$ cat config.mk
export PLATFORM = sky130hd
export DESIGN_NAME = onehot_decoder_seq
export DESIGN_NICKNAME = d
export VERILOG_FILES = /design/src/rtl/onehot_decoder_seq.sv
export SDC_FILE = /design/constraint.sdc
export NUM_CORES = 1
export LEC_CHECK = 0
export CAP_MARGIN = 0
export CORE_MARGIN = 2
export CORE_UTILIZATION = 59
export CTS_CLUSTER_SIZE = 24
export DETAILED_ROUTE_END_ITERATION = 12
export DONT_BUFFER_PORTS = 1
export PLACE_DENSITY = 0.82
export SETUP_SLACK_MARGIN = 0.3
export SYNTH_ARGS = -nofsm -noshare
export SYNTH_HDL_FRONTEND = slang
export SYNTH_SLANG_ARGS = --single-unit
export TNS_END_PERCENT = 30
$ cat constraint.sdc
create_clock -name clk -period 2.1 [get_ports clk]
set_clock_uncertainty 0.2 [all_clocks]
set_input_delay 0.105 -clock clk [delete_from_list [all_inputs] [get_ports clk]]
set_output_delay 0.105 -clock clk [all_outputs]
set_load 0.02 [all_outputs]
$ cat src/rtl/onehot_decoder_seq.sv
// Registered SEL_W-to-2**SEL_W one-hot decoder with a valid/ready request port
// and three output modes: HOLD (static select), PULSE (timed strobe), SCAN (walking bit).
//
//  state    | meaning
//  ---------+---------------------------------------------------------------
//  ST_IDLE  | ready for a request; dec_out holds the last HOLD value or zero
//  ST_PULSE | dec_out strobe active, down-counter timing PULSE_CYC cycles
//  ST_SCAN  | walking one-hot from sel up to the MSB, SCAN_DIV cycles per bit
module onehot_decoder_seq #(
    parameter int SEL_W     = 3,
    parameter int PULSE_CYC = 1,
    parameter int SCAN_DIV  = 1
) (
    input  logic                  clk,
    input  logic                  rst,
    input  logic                  in_valid,
    output logic                  in_ready,
    input  logic [SEL_W-1:0]      sel,
    input  logic [1:0]            mode,
    input  logic                  clr,
    output logic [2**SEL_W-1:0]   dec_out,
    output logic [SEL_W-1:0]      out_idx,
    output logic                  busy,
    output logic                  done
);

    localparam int OUT_W   = 2**SEL_W;
    localparam int CNT_MAX = (PULSE_CYC > SCAN_DIV) ? PULSE_CYC : SCAN_DIV;
    localparam int CNT_W   = $clog2(CNT_MAX) + 1;

    localparam logic [CNT_W-1:0] PULSE_LOAD = CNT_W'(PULSE_CYC - 1);
    localparam logic [CNT_W-1:0] SCAN_LOAD  = CNT_W'(SCAN_DIV - 1);
    localparam logic [SEL_W-1:0] IDX_LAST   = SEL_W'(OUT_W - 1);

    localparam logic [1:0] MODE_PULSE = 2'b01;
    localparam logic [1:0] MODE_SCAN  = 2'b10;

    typedef enum logic [1:0] {
        ST_IDLE  = 2'd0,
        ST_PULSE = 2'd1,
        ST_SCAN  = 2'd2
    } state_t;

    state_t             state_q, state_d;
    logic [OUT_W-1:0]   dec_q, dec_d;
    logic [SEL_W-1:0]   idx_q, idx_d;
    logic [CNT_W-1:0]   cnt_q, cnt_d;
    logic               done_q, done_d;
    logic               accept;

    assign in_ready = (state_q == ST_IDLE) & ~clr;
    assign accept   = in_valid & in_ready;

    always_ff @(posedge clk) begin
        if (rst) begin
            state_q <= ST_IDLE;
            dec_q   <= '0;
            idx_q   <= '0;
            cnt_q   <= '0;
            done_q  <= 1'b0;
        end else begin
            state_q <= state_d;
            dec_q   <= dec_d;
            idx_q   <= idx_d;
            cnt_q   <= cnt_d;
            done_q  <= done_d;
        end
    end

    // One shared down-counter: pulse width in ST_PULSE, step divider in ST_SCAN.
    always_comb begin
        state_d = state_q;
        dec_d   = dec_q;
        idx_d   = idx_q;
        cnt_d   = cnt_q;
        done_d  = 1'b0;

        if (clr) begin
            state_d = ST_IDLE;
            dec_d   = '0;
            idx_d   = '0;
            cnt_d   = '0;
        end else begin
            unique case (state_q)
                ST_IDLE: begin
                    if (accept) begin
                        dec_d = OUT_W'(1) << sel;
                        idx_d = sel;
                        if (mode == MODE_PULSE) begin
                            cnt_d   = PULSE_LOAD;
                            state_d = ST_PULSE;
                        end else if (mode == MODE_SCAN) begin
                            cnt_d   = SCAN_LOAD;
                            state_d = ST_SCAN;
                        end
                    end
                end

                ST_PULSE: begin
                    if (cnt_q != '0) begin
                        cnt_d = cnt_q - CNT_W'(1);
                    end else begin
                        dec_d   = '0;
                        idx_d   = '0;
                        done_d  = 1'b1;
                        state_d = ST_IDLE;
                    end
                end

                ST_SCAN: begin
                    if (cnt_q != '0) begin
                        cnt_d = cnt_q - CNT_W'(1);
                    end else if (idx_q != IDX_LAST) begin
                        // Shift keeps the output one-hot; no wrap past the MSB.
                        idx_d = idx_q + SEL_W'(1);
                        dec_d = dec_q << 1;
                        cnt_d = SCAN_LOAD;
                    end else begin
                        dec_d   = '0;
                        idx_d   = '0;
                        done_d  = 1'b1;
                        state_d = ST_IDLE;
                    end
                end

                default: begin
                    state_d = ST_IDLE;
                    dec_d   = '0;
                    idx_d   = '0;
                    cnt_d   = '0;
                end
            endcase
        end
    end

    assign dec_out = dec_q;
    assign out_idx = idx_q;
    assign busy    = (state_q != ST_IDLE);
    assign done    = done_q;

endmodule

======== Word level (Yosys, flattened, before mapping) ========
Index checks and enable logic that the tools add are counted.
word-level totals
  word-level logic and storage cells ...... 54
  output and inout port bits .............. 14
  input port bits ......................... 9
  memory bits (read-only) ................. 0
  RAM bits ................................ 0
  register bits ........................... 15
  bits in latches ......................... 0
  memories kept ........................... 0
cells by class
  div/mod/pow operators ................... 0
  multipliers ............................. 0
  add/subtract/negate cells ............... 2
  order comparisons ....................... 0
  equal/unequal tests ..................... 10
  shift operators ......................... 1
  bitwise operators ....................... 3
  mux-type cells .......................... 26
  reduce and logical (&&, ||, !) cells .... 7
operators with widths
  operator             number
  $mux 8               4
  $pmux 8 s3           1
  $mux 2               6
  $mux 3               4
  $pmux 3 s3           1
  $ne 2x2->1 const B   4
  $shl 1x3->8 const A  1
  $mux 1               7
  $pmux 2 s3           1
  $reduce_and 5->1     1
  $eq 2x1->1 const B   2
  $eq 2x2->1 const B   2
  $pmux 1 s2           2
  $reduce_or 2->1      2
  $add 3x1->3 const B  1
  $ne 3x1->1 const B   1
  $ne 3x3->1 const B   1
  $reduce_and 3->1     1
  $and 1x1->1          2
  $logic_not 2->1      1
  $reduce_and 2->1     1
  $reduce_bool 2->1    1
  $not 1->1            1
  $sub 1x1->1 const B  1

======== Logic depth before layout (Yosys ltp) ========
Gate-level depths: netlist of run 1.
  depth after elaboration ................. 5
  gate-level depth with buffers ........... 7
  mapped depth without buffers ............ 6

======== Least setup slack after synthesis of run 1 ========
OpenSTA, ideal clock, no wires.
  kind .................................... flip-flop to flip-flop
  start ................................... reg idx_q[0] (netlist: out_idx[0])
  end ..................................... reg dec_q[1] (netlist: dec_out[1])
  arrival ................................. 1.400 ns
  stages on the path, launching flop included .. 8
  period minus slack after synthesis ...... 1.717 ns
  path buffers ............................ 1
  slack ................................... 0.383 ns
  setup time .............................. 0.117 ns
  required time ........................... 1.783 ns
  cell sequence ........................... dfxtp_1 -> ha_1 -> ha_1 -> nor2b_4 -> buf_6 -> a22o_1 -> a22oi_1 -> nor2_1
on the way
  longest elaborated chain between the ends .. 4
ends and longest elaborated chain
  element                 RTL line  RTL
  from (decl)             46        logic [SEL_W-1:0] idx_q, idx_d;
  from (signal assigned)  64        idx_q <= idx_d;
  $ne 3x3->1              113       end else if (idx_q != IDX_LAST) begin
  $mux 8                  113
  $mux 8                  111       if (cnt_q != '0) begin
  $pmux 8 s3              84        unique case (state_q)
  to (signal assigned)    57        dec_q <= '0;
  to (signal assigned)    63        dec_q <= dec_d;
  to (decl)               45        logic [OUT_W-1:0] dec_q, dec_d;
Every way passes these cells. The select of a mux whose other input is x is not followed.
A chain may end at the register's enable or synchronous reset.

======== Worst setup path after layout of run 1 ========
  start ................................... reg state_q[1]
  end ..................................... reg dec_q[3] (netlist: dec_out[3])
on the way
  longest elaborated chain between the ends .. 5
  elaborated cells on any way between the ends .. 10
  those cells by class .................... eq/ne (5); mux (1); bitwise (2); reduce/logical (2)
ends and longest elaborated chain
  element                            RTL line  RTL
  from (decl)                        44        state_t state_q, state_d;
  from (signal assigned)             62        state_q <= state_d;
  $logic_not 2->1                    51, 84
  $and 1x1->1                        51        assign in_ready = (state_q == ST_IDLE) & ~clr;
  $and 1x1->1                        52        assign accept = in_valid & in_ready;
  $ne 2x2->1 (no source line)        --
  $reduce_and 3->1 (no source line)  --
Parallel ways exist; a longest one is shown, timed or not.

==> results by group, run 1 <==
Status
  – Status: finished, final reports clean

Job
  – Max-cap violation count: 0

STA
  – Fin. Hold Viols: 0
  – Total negative slack: 0 ps
  – Pins Over Slew Limit: 0
  – Final setup vio count: 0
  – Slew headroom: 0.679
  – RSZ-0062 raised after global routing: true
  – Final period utilization: 0.816
  – Worst slew pin tran: about 480 ps
  – Crit path time final: 1710 ps
  – Fmax: approximately 580 MHz
  – Hold slack: about 1.3 ps

Place
  – DP Wirelength: 1320 µm
  – Gpl congestion: around 0.77
  – IO buf count: 0
  – Placed instance count: 100

Setup path
  – Capture point of the worst path: dec_out[3]$_SDFFE_PP0P_
  – Worst R2R Path Depth: 6
  – Startpoint types: flop
  – Crit Path Max Fanout: 5
  – FF-to-FF Start: state_q[1]$_SDFFE_PP0P_
  – Reg2Reg Setup Slack: 390 ps
  – CP Capture Type: flop
  – CP arrival: 1680 ps
  – Kind of critical path: reg2reg
  – R2r endpoint: dec_out[3]$_SDFFE_PP0P_
  – Crit path launch: state_q[1]$_SDFFE_PP0P_
  – CP required: around 2100 ps

Routing
  – Final ANT Viol Nets: 0
  – Wire length on met2: 911 µm
  – Vias: 731
  – Vias per cell: approximately 6.5
  – Metal-1 WL: 914 µm
  – Wire length per cell: 17.5 µm
  – Top layer in use: met4
  – Met3 WL: 110 µm
  – # DRC: 0
  – Drt initial violations: 46
  – Final wirelength: 1970 µm
  – Drt pass-1 iters: 4

Clock network
  – Worst skew pair latency: 280 ps
  – CTS sink cnt: 14
  – Clk buf depth: 2
  – CTS buffer count: 3
  – Clock transition at path regs: 80 ps
  – # H-tree levels: 1
  – CTS tree: built
  – CTS Root Buffer Type: clkbuf_4

Synthesis
  – Syn Inst Count: 88
  – Yosys cell types: 33
  – Top cells by area, synth: dfxtp_1 (34%), ha_1 (10%), a22oi_1 (6.3%)
  – FF+latch count, synth: 14
  – Synth area leader: dfxtp_1
  – Synth Area in Compound Gates: 0.241
  – Post-synth ARST share: 0
  – Simple-gate area share of the yosys netlist: 0.240
  – Main combinational cell family by area after synthesis: compound AO/OA/AOI/OAI gates
  – Avg Cell Area, Syn: approximately 9.5 µm²
  – Sequential area share after synthesis: 0.336
  – Synth top area share: 0.336
  – Commonest register cell after synthesis: dfxtp_1
  – Synth Area in XOR/XNOR: 0
  – Number of flops mapped to enable cells by yosys: 0
  – Mux contribution to synthesized area: 0.0270
  – Yosys warnings: 0
  – Post-Syn Area: 835 µm²
  – Adder-cell share of the synthesized area: 0.105
  – Syn_nets: 104

Power and ir drop
  – Leakage: 0.358 nW
  – Combinational share of power: 0.164
  – Max IR drop VDD: between 400 and 500 µV
  – Switching part of the total power: 0.263
  – Sequential power share: 0.493
  – Total design power: 0.000563 W
  – Cell Int Power: 0.000415 W
  – Clock group share of total power: 0.344
  – Sw Pwr: between 0.0001 and 0.00015 W
  – PD cells: 570 mW/mm²

GRT
  – GRT Util Overall: 0.228
  – Largest net degree at the start of global routing: 15
  – Global-route wire length before repair: 3110 µm
  – Vias in the first global route: 689
  – Global route overflow: 0
  – Antenna violations before repair: 0

Finish
  – Number of fillers in the final layout: 100
  – Register area: 283 µm²
  – Non-Filler Instances: around 110
  – Layout cells sized above 1: 0.235
  – Area Growth Syn to Fin: 18.3%
  – Multi-input gate area: 559 µm²
  – Commonest cells after routing, fill and taps aside: nor2_1 (12), dfxtp_1 (12), a22oi_1 (7), dlygate4sd3_1 (6)
  – ANT cells: 0
  – Final core occ: 0.749
  – Total Nets Final: 115

Die
  – Die W: 41.6 µm
  – Ports: 23
  – FP Rows: 13
  – Total die area: 0.00173 mm²
  – Initial core utilization: 0.633
  – Core region area: 0.00132 mm²
  – Chip height: 41.6 µm

Min path
  – Hold_sp: sel[2]
  – Hold Path Class: in2reg
-- flip-flops by register name, summed over array words and instances (netlist names) --
name / count
done: 1
out_idx: 3
dec_out: 8
state_q: 2
-- what timing repair did --
| item | CTS | global route |
|---|---|---|
| buffers inserted | 0 | 1 |
| endpoints found under the setup margin | 8 | 12 |
| pin swaps | 1 | 0 |
| endpoints found under the hold margin | 12 | 0 |
| cloned | 0 | 2 |
| gates resized for setup | 1 | 8 |
| hold buffers | 6 | 0 |
-- metrics by stage --
step	cell area, µm²	setup slack, ps
floorplan	835	383
finish	987	386
CTS	932	301
global placement	833	350
global route	987	266
detailed placement	833	286
-- cell type report --
cell class | instances | share of cell area
well taps | 15 | 0.0190
clock buffers | 4 | 0.0368
flip-flops and latches | 14 | 0.286
multi-input cells | 68 | 0.567
inverters | 4 | 0.0152
repair buffers | 8 | 0.0760
-- cells in the mapped netlist, types with 2 or more instances --
library cell,n
nor3_1,4
a21oi_1,4
inv_1,2
a221oi_1,2
a22oi_1,7
nor2_1,12
dfxtp_1,14
a22o_1,5
nor2b_1,5
inv_2,2
o21ai_0,2
a32o_1,2
ha_1,7
-- critical path, stage by stage (launching register included) --
cell and delay [ps]:
dfxtp_1 380, inv_1 140, ha_4 210, and2_1 200, a22o_1 240, a22oi_1 180, nor2_1 50
-- routing by layer --
| metal | vias to the layer above | track usage |
|---|---|---|
| li1 | 351 | - |
| met1 | 341 | 0.296 |
| met2 | 33 | 0.391 |
| met3 | 6 | 0.0391 |
| met4 | 0 | 0.0581 |
| met5 | - | 0 |
-- logic make-up (layout without fill, tap and decap cells) --
family | count (synthesis) | count (layout)
simple gates | 32 | 33
fa+ha+maj | 7 | 7
mux | 1 | 1
flops | 14 | 14
compound gates | 26 | 27
buf+inv | 8 | 16
-- power groups by stage --
stage | clock network [W] | logic [W] | registers (W)
after floorplan | 0 | 0.0000595 | 0.000284
after global placement | 0 | 0.0000699 | 0.000283
after detailed placement | 0 | 0.0000715 | 0.000284
after CTS | 0.000195 | 0.0000847 | 0.000277
after global routing | 0.000207 | 0.0000996 | 0.000279
final | 0.000193 | 0.0000921 | 0.000278
-- worst min-delay path by stage --
| stage | slack, ps | end | cells past startpoint |
|---|---|---|---|
| after floorplan | 110 | out_idx[1]$_SDFFE_PP0P_ | 2 |
| after global placement | 110 | out_idx[2]$_SDFFE_PP0P_ | 2 |
| after detailed placement | 130 | out_idx[1]$_SDFFE_PP0P_ | 2 |
| after CTS | 5 | dec_out[2]$_SDFFE_PP0P_ | 4 |
| after global routing | 70 | dec_out[0]$_SDFFE_PP0P_ | 3 |
| final | 1 | dec_out[2]$_SDFFE_PP0P_ | 4 |
Note: power is estimated with default switching activity, not from simulation.
==> inputs of run 2 (changes only) <==
clock period = 1.8 ns   (was 2.1 ns; I/O delays follow)
==> run 2 against run 1 <==
Against the previous run: design area rose by 13%; maximum frequency rose by 2.5%; critical path depth did not move; first-iteration DRC count fell by 59%; non-clock buffer count rose by 4; global-route usage rose by 2.7 points; combinational power rose by 42%; count of clock-buffer cells in the layout did not move; critical path type unchanged.
==> results by group, run 2 (same netlist as run 1, synthesis figures left out) <==
Die
  – Ports: 23 (unchanged)
  – Core region area: 0.00132 mm² (unchanged)
  – Die W: 41.6 µm (unchanged)
  – Chip height: 41.6 µm (unchanged)
  – Initial core utilization: 0.633 (unchanged)
  – FP Rows: 13 (unchanged)
  – Total die area: 0.00173 mm² (unchanged)

STA
  – Pins Over Slew Limit: 0 (unchanged)
  – Final setup vio count: 0 (unchanged)
  – Crit path time final: 1670 ps (-41.2 ps)
  – Slew headroom: 0.657 (-0.0221)
  – Fin. Hold Viols: 0 (unchanged)
  – Final period utilization: 0.930 (+0.113)
  – Fmax: 598 MHz (+2.5%)
  – RSZ-0062 raised after global routing: true
  – Final Worst Setup Slack: 127 ps (-259 ps)
  – Worst slew pin tran: 515 ps (+33.1 ps)
  – Total negative slack: 0 ps (unchanged)

GRT
  – Largest net degree at the start of global routing: 15 (unchanged)
  – Antenna violations before repair: 0 (unchanged)
  – GRT Util Overall: 0.256 (+0.0272)
  – Vias in the first global route: 722 (+4.8%)
  – Global-route wire length before repair: 3460 µm (+11%)
  – Global route overflow: 0 (unchanged)

Routing
  – Drt pass-1 iters: 4 (unchanged)
  – Vias per cell: 6.72 (+3.8%)
  – Final wirelength: 2320 µm (+17%)
  – Drt initial violations: 19 (-59%)
  – Final ANT Viol Nets: 0 (unchanged)
  – Vias: 779 (+6.6%)
  – Wire length per cell: 20.0 µm (+14%)
  – # DRC: 0 (unchanged)

Place
  – DP Wirelength: 1290 µm (-2.6%)
  – Pre-CTS setup slack: 18.7 ps (-267 ps)
  – Gpl congestion: 0.762 (-0.59%)
  – Placed instance count: 101 (+1.0%)
  – IO buf count: 0 (unchanged)

Finish
  – Non-Filler Instances: 116 (+2.7%)
  – ANT cells: 0 (unchanged)
  – Layout cells sized above 1: 0.356 (+0.122)
  – Area Growth Syn to Fin: 33.7%
  – Total Nets Final: 118 (+2.6%)
  – Number of flip-flops in the largest register: 8 (unchanged)
  – Commonest cells after routing, fill and taps aside: nor2_1 (12), dfxtp_1 (9), dlygate4sd3_1 (6)
  – Most common cell after layout, fill and taps aside: nor2_1

Min path
  – Hold Path Class: in2reg
  – Hold_sp: clr
  – Worst hold path endpoint: dec_out[0]$_SDFFE_PP0P_
  – Hold depth: 3 (-1)

Clock network
  – Worst skew pair latency: 290 ps (about the same)
  – CTS Root Buffer Type: clkbuf_4
  – # H-tree levels: 1 (unchanged)
  – CTS buffer count: 3 (unchanged)
  – Clock transition at path regs: 90 ps (about the same)
  – Clk buf depth: 2 (unchanged)
  – CTS sink cnt: 14 (unchanged)
  – CTS tree: built

Setup path
  – FF-to-FF Start: state_q[0]$_SDFFE_PP0P_
  – Slowest-stage cell, CP: dfxtp_4
  – Crit-path max cell delay: 370 ps (about the same)
  – Startpoint types: flop
  – Crit Path Max Fanout: 5 (unchanged)
  – R2r endpoint: state_q[0]$_SDFFE_PP0P_
  – CP required: 1760 ps (-300 ps)
  – Worst R2R Path Depth: 6 (unchanged)
  – Reg2Reg Setup Slack: 130 ps (-260 ps)
  – CP arrival: 1630 ps (-50 ps)
  – CP cell instances: inv_6 -> ha_4 -> and2b_4 -> a21oi_4 -> o31ai_1 -> a21oi_1
  – CP Capture Type: flop
  – Kind of critical path: reg2reg

Power and ir drop
  – PD cells: 621 mW/mm² (+8.9%)
  – Max IR drop VDD: 430 µV (+3.5%)
  – Leakage: 0.392 nW (+9.5%)

Status
  – Status: finished, final reports clean

Job
  – Max-cap violation count: 0 (unchanged)
## run 2: power by group
part	switching [W]	internal, W
Clock	0.000115	0.000123
Sequential	0.0000117	0.000312
Combinational	0.0000708	0.0000600
Total	0.000197	0.000496
## run 2: worst max-delay path: cells and delay by family, from the launching register on
family                     cells  cell delay (ps)
AOI/OAI and AO/OA              3              500
DFF                            1              370
and+or+nand+nor                1              220
adders and majority gates      1              170
buffers and inverters          1               80
## run 2: timing repair
action                                 4_1_cts  5_1_grt
resized for setup                            4        7
hold buffers                                 5        1
endpoints found under the hold margin       13        1
setup endpoints to repair                   14       13
cloned                                       0        1
setup buffers                                0        4
pin swaps                                    1        2
## run 2: worst max path at each step
stage	from	end	slack [ps]	cells past startpoint
finish	state_q[0]$_SDFFE_PP0P_	state_q[0]$_SDFFE_PP0P_	130	6
global route	state_q[0]$_SDFFE_PP0P_	state_q[0]$_SDFFE_PP0P_	80	6
CTS	state_q[0]$_SDFFE_PP0P_	state_q[0]$_SDFFE_PP0P_	180	6
detailed placement	state_q[0]$_SDFFE_PP0P_	dec_out[3]$_SDFFE_PP0P_	20	5
global placement	state_q[0]$_SDFFE_PP0P_	dec_out[3]$_SDFFE_PP0P_	40	5
floorplan	out_idx[1]$_SDFFE_PP0P_	dec_out[1]$_SDFFE_PP0P_	290	7
## run 2: layer usage
layer | routed length [µm] | global-route usage | part of all wire
met1 | 957 | 0.354 | 0.41
met2 | 1110 | 0.400 | 0.48
met3 | 196 | 0.0609 | 0.085
met4 | 58 | 0.0645 | 0.025
met5 | 0 | 0 | 0
## run 2: area by class of cell
cell class	instances	area, µm²
clock buffers	4	36.3
fillers	68	201
inverters	4	27.5
multi-input cells	67	622
flip-flops and latches	14	294
well taps	15	18.8
repair buffers	12	118
## run 2: through the flow
stage           util  hold slack, ps  instance area (µm²)  power, W
2_1_floorplan      -            90.2                  907  0.000405
3_3_place_gp   0.690             108                  910  0.000417
3_5_place_dp   0.690             120                  910  0.000418
4_1_cts        0.772           -75.9                 1020  0.000661
5_1_grt        0.847            21.5                 1120  0.000719
6_report       0.847            5.26                 1120  0.000693
==> inputs of run 3 (changes only) <==
CELL_PAD_IN_SITES_DETAIL_PLACEMENT = 0   (was default)
CELL_PAD_IN_SITES_GLOBAL_PLACEMENT = 1   (was default)
CORE_UTILIZATION = 44   (was 59)
MAX_ROUTING_LAYER = met4   (was default)
PLACE_DENSITY = 0.81   (was 0.82)
==> run 3 against run 2 <==
Against the previous run: combinational power is 12% higher; hold slack better by 12 ps; sequential cell count stayed put; largest cell class unchanged; register-to-register slack hardly changed; sequential share of layout area is 2.5 points lower; global-route usage is 0.25 points lower.
==> results by group, run 3 (same netlist as run 1, synthesis figures left out) <==
Routing
  – Drt initial violations: 19 (unchanged)
  – Drt pass-1 iters: 4 (unchanged)
  – Final ANT Viol Nets: 0 (unchanged)
  – # DRC: 0 (unchanged)
  – Wire length per cell: 17.2 µm (-14%)
  – Vias per cell: 5.80 (-14%)
  – Vias: 772 (-0.90%)
  – Final wirelength: 2290 µm (-1.3%)

STA
  – RSZ-0062 raised after global routing: true
  – Slew headroom: 0.674 (+0.0176)
  – Final setup vio count: 0 (unchanged)
  – Pins Over Slew Limit: 0 (unchanged)
  – Fin. Hold Viols: 0 (unchanged)
  – Fmax: 602 MHz (+0.66%)
  – Total negative slack: 0 ps (unchanged)
  – Final period utilization: 0.923 (-0.00613)
  – Worst slew pin tran: 489 ps (-26.4 ps)
  – Crit path time final: 1660 ps (-11.0 ps)

Finish
  – Layout cells sized above 1: 0.426 (+0.0695)
  – Commonest cells after routing, fill and taps aside: nor2_1 (12), dfxtp_1 (9), buf_4 (9), dlygate4sd3_1 (6)
  – Most common cell after layout, fill and taps aside: nor2_1
  – Area Growth Syn to Fin: 47.7%
  – Total Nets Final: 125 (+5.9%)
  – Number of flip-flops in the largest register: 8 (unchanged)
  – Non-Filler Instances: 133 (+15%)
  – ANT cells: 0 (unchanged)

Power and ir drop
  – PD cells: 566 mW/mm² (-8.8%)
  – Max IR drop VDD: 445 µV (+3.5%)
  – Leakage: 0.441 nW (+12%)

Place
  – DP Wirelength: 1340 µm (+4.2%)
  – IO buf count: 0 (unchanged)
  – Placed instance count: 112 (+11%)
  – Gpl congestion: 0.776 (+1.8%)

Clock network
  – Clock transition at path regs: 90 ps (about the same)
  – Clk buf depth: 2 (unchanged)
  – CTS buffer count: 3 (unchanged)
  – CTS tree: built
  – Worst skew pair latency: 280 ps (about the same)
  – CTS Root Buffer Type: clkbuf_4
  – # H-tree levels: 1 (unchanged)
  – CTS sink cnt: 14 (unchanged)

Setup path
  – CP required: 1810 ps (+50 ps)
  – CP Capture Type: flop
  – Slowest-stage cell, CP: dfxtp_4
  – Crit Path Max Fanout: 5 (unchanged)
  – Cell family with most CP delay: flip-flops
  – Bufs and invs on worst path: 2 (+1)
  – Startpoint types: flop
  – Kind of critical path: reg2reg
  – Crit-path max cell delay: 380 ps (about the same)
  – CP cell instances: inv_6 -> ha_4 -> and2b_4 -> a21oi_4 -> buf_12 -> a22oi_1 -> nor2_1
  – CP arrival: 1680 ps (+50 ps)

Die
  – Core region area: 0.00176 mm² (+34%)
  – Chip height: 47.6 µm (+14%)
  – Initial core utilization: 0.473 (-0.160)
  – Die W: 47.6 µm (+14%)
  – Total die area: 0.00226 mm² (+31%)
  – Ports: 23 (unchanged)
  – FP Rows: 15 (+2)

GRT
  – Largest net degree at the start of global routing: 15 (unchanged)
  – GRT Util Overall: 0.253 (-0.00251)
  – Global route overflow: 0 (unchanged)
  – Antenna violations before repair: 0 (unchanged)
  – Global-route wire length before repair: 3800 µm (+9.8%)
  – Vias in the first global route: 788 (+9.1%)

Job
  – Max-cap violation count: 0 (unchanged)

Status
  – Status: finished, final reports clean

Min path
  – Hold Path Class: in2reg
==> run 3: power breakdown <==
part / switching [W] / total, W / leakage, nW / internal, W
Clock: 0.000104 / 0.000227 / 0.0210 / 0.000123
Sequential: 0.0000121 / 0.000324 / 0.116 / 0.000312
Combinational: 0.0000733 / 0.000147 / 0.304 / 0.0000736
Total: 0.000189 / 0.000698 / 0.441 / 0.000509
==> run 3: worst paths after layout <==
kind	start	slack (ps)	to	depth (start not counted)
worst max-delay path	state_q[0]$_SDFFE_PP0P_	140	dec_out[2]$_SDFFE_PP0P_	7
worst min-delay path	clr	20	dec_out[0]$_SDFFE_PP0P_	3
worst max register to register	state_q[0]$_SDFFE_PP0P_	140	dec_out[2]$_SDFFE_PP0P_	7
worst min register to register	out_idx[1]$_SDFFE_PP0P_	370	out_idx[1]$_SDFFE_PP0P_	2
==> run 3: layout make-up <==
cell class	instances	area, µm²
flip-flops and latches	14	294
well taps	25	31.3
inverters	4	30.0
clock buffers	4	36.3
repair buffers	19	206
fillers	154	532
multi-input cells	67	634
==> run 3: stage by stage <==
step                       util  hold slack (ps)  worst slack [ps]  total power, W  area (µm²)
after floorplan               -             90.2               289        0.000405         907
after global placement    0.527              121              55.4        0.000420         930
after detailed placement  0.527              129              46.1        0.000420         930
after CTS                 0.688             26.1               171        0.000696        1210
after global routing      0.699             35.8              51.7        0.000724        1230
final                     0.699             16.8               138        0.000698        1230
==> run 3: what timing repair did <==
action                                 4_1_cts  5_1_grt
gates resized for setup                     16        1
endpoints found under the hold margin        9        0
pin swaps                                    8        3
hold buffers                                 6        0
buffers inserted                             7        2
gates cloned                                 2        0
setup endpoints to repair                   14       14
==> run 3: tightest hold or removal path, delay by kind of cell <==
family,cells,cell delay [ps]
AND/OR/NAND/NOR,2,280
AO/OA/AOI/OAI,1,90
==> run 3: per-layer routing <==
layer | vias up | wire, µm | track usage
met5 | - | 0 | -
li1 | 372 | - | -
met1 | 365 | 1010 | 0.327
met3 | 7 | 157 | 0.0679
met4 | 0 | 58 | 0.114
met2 | 28 | 1060 | 0.368
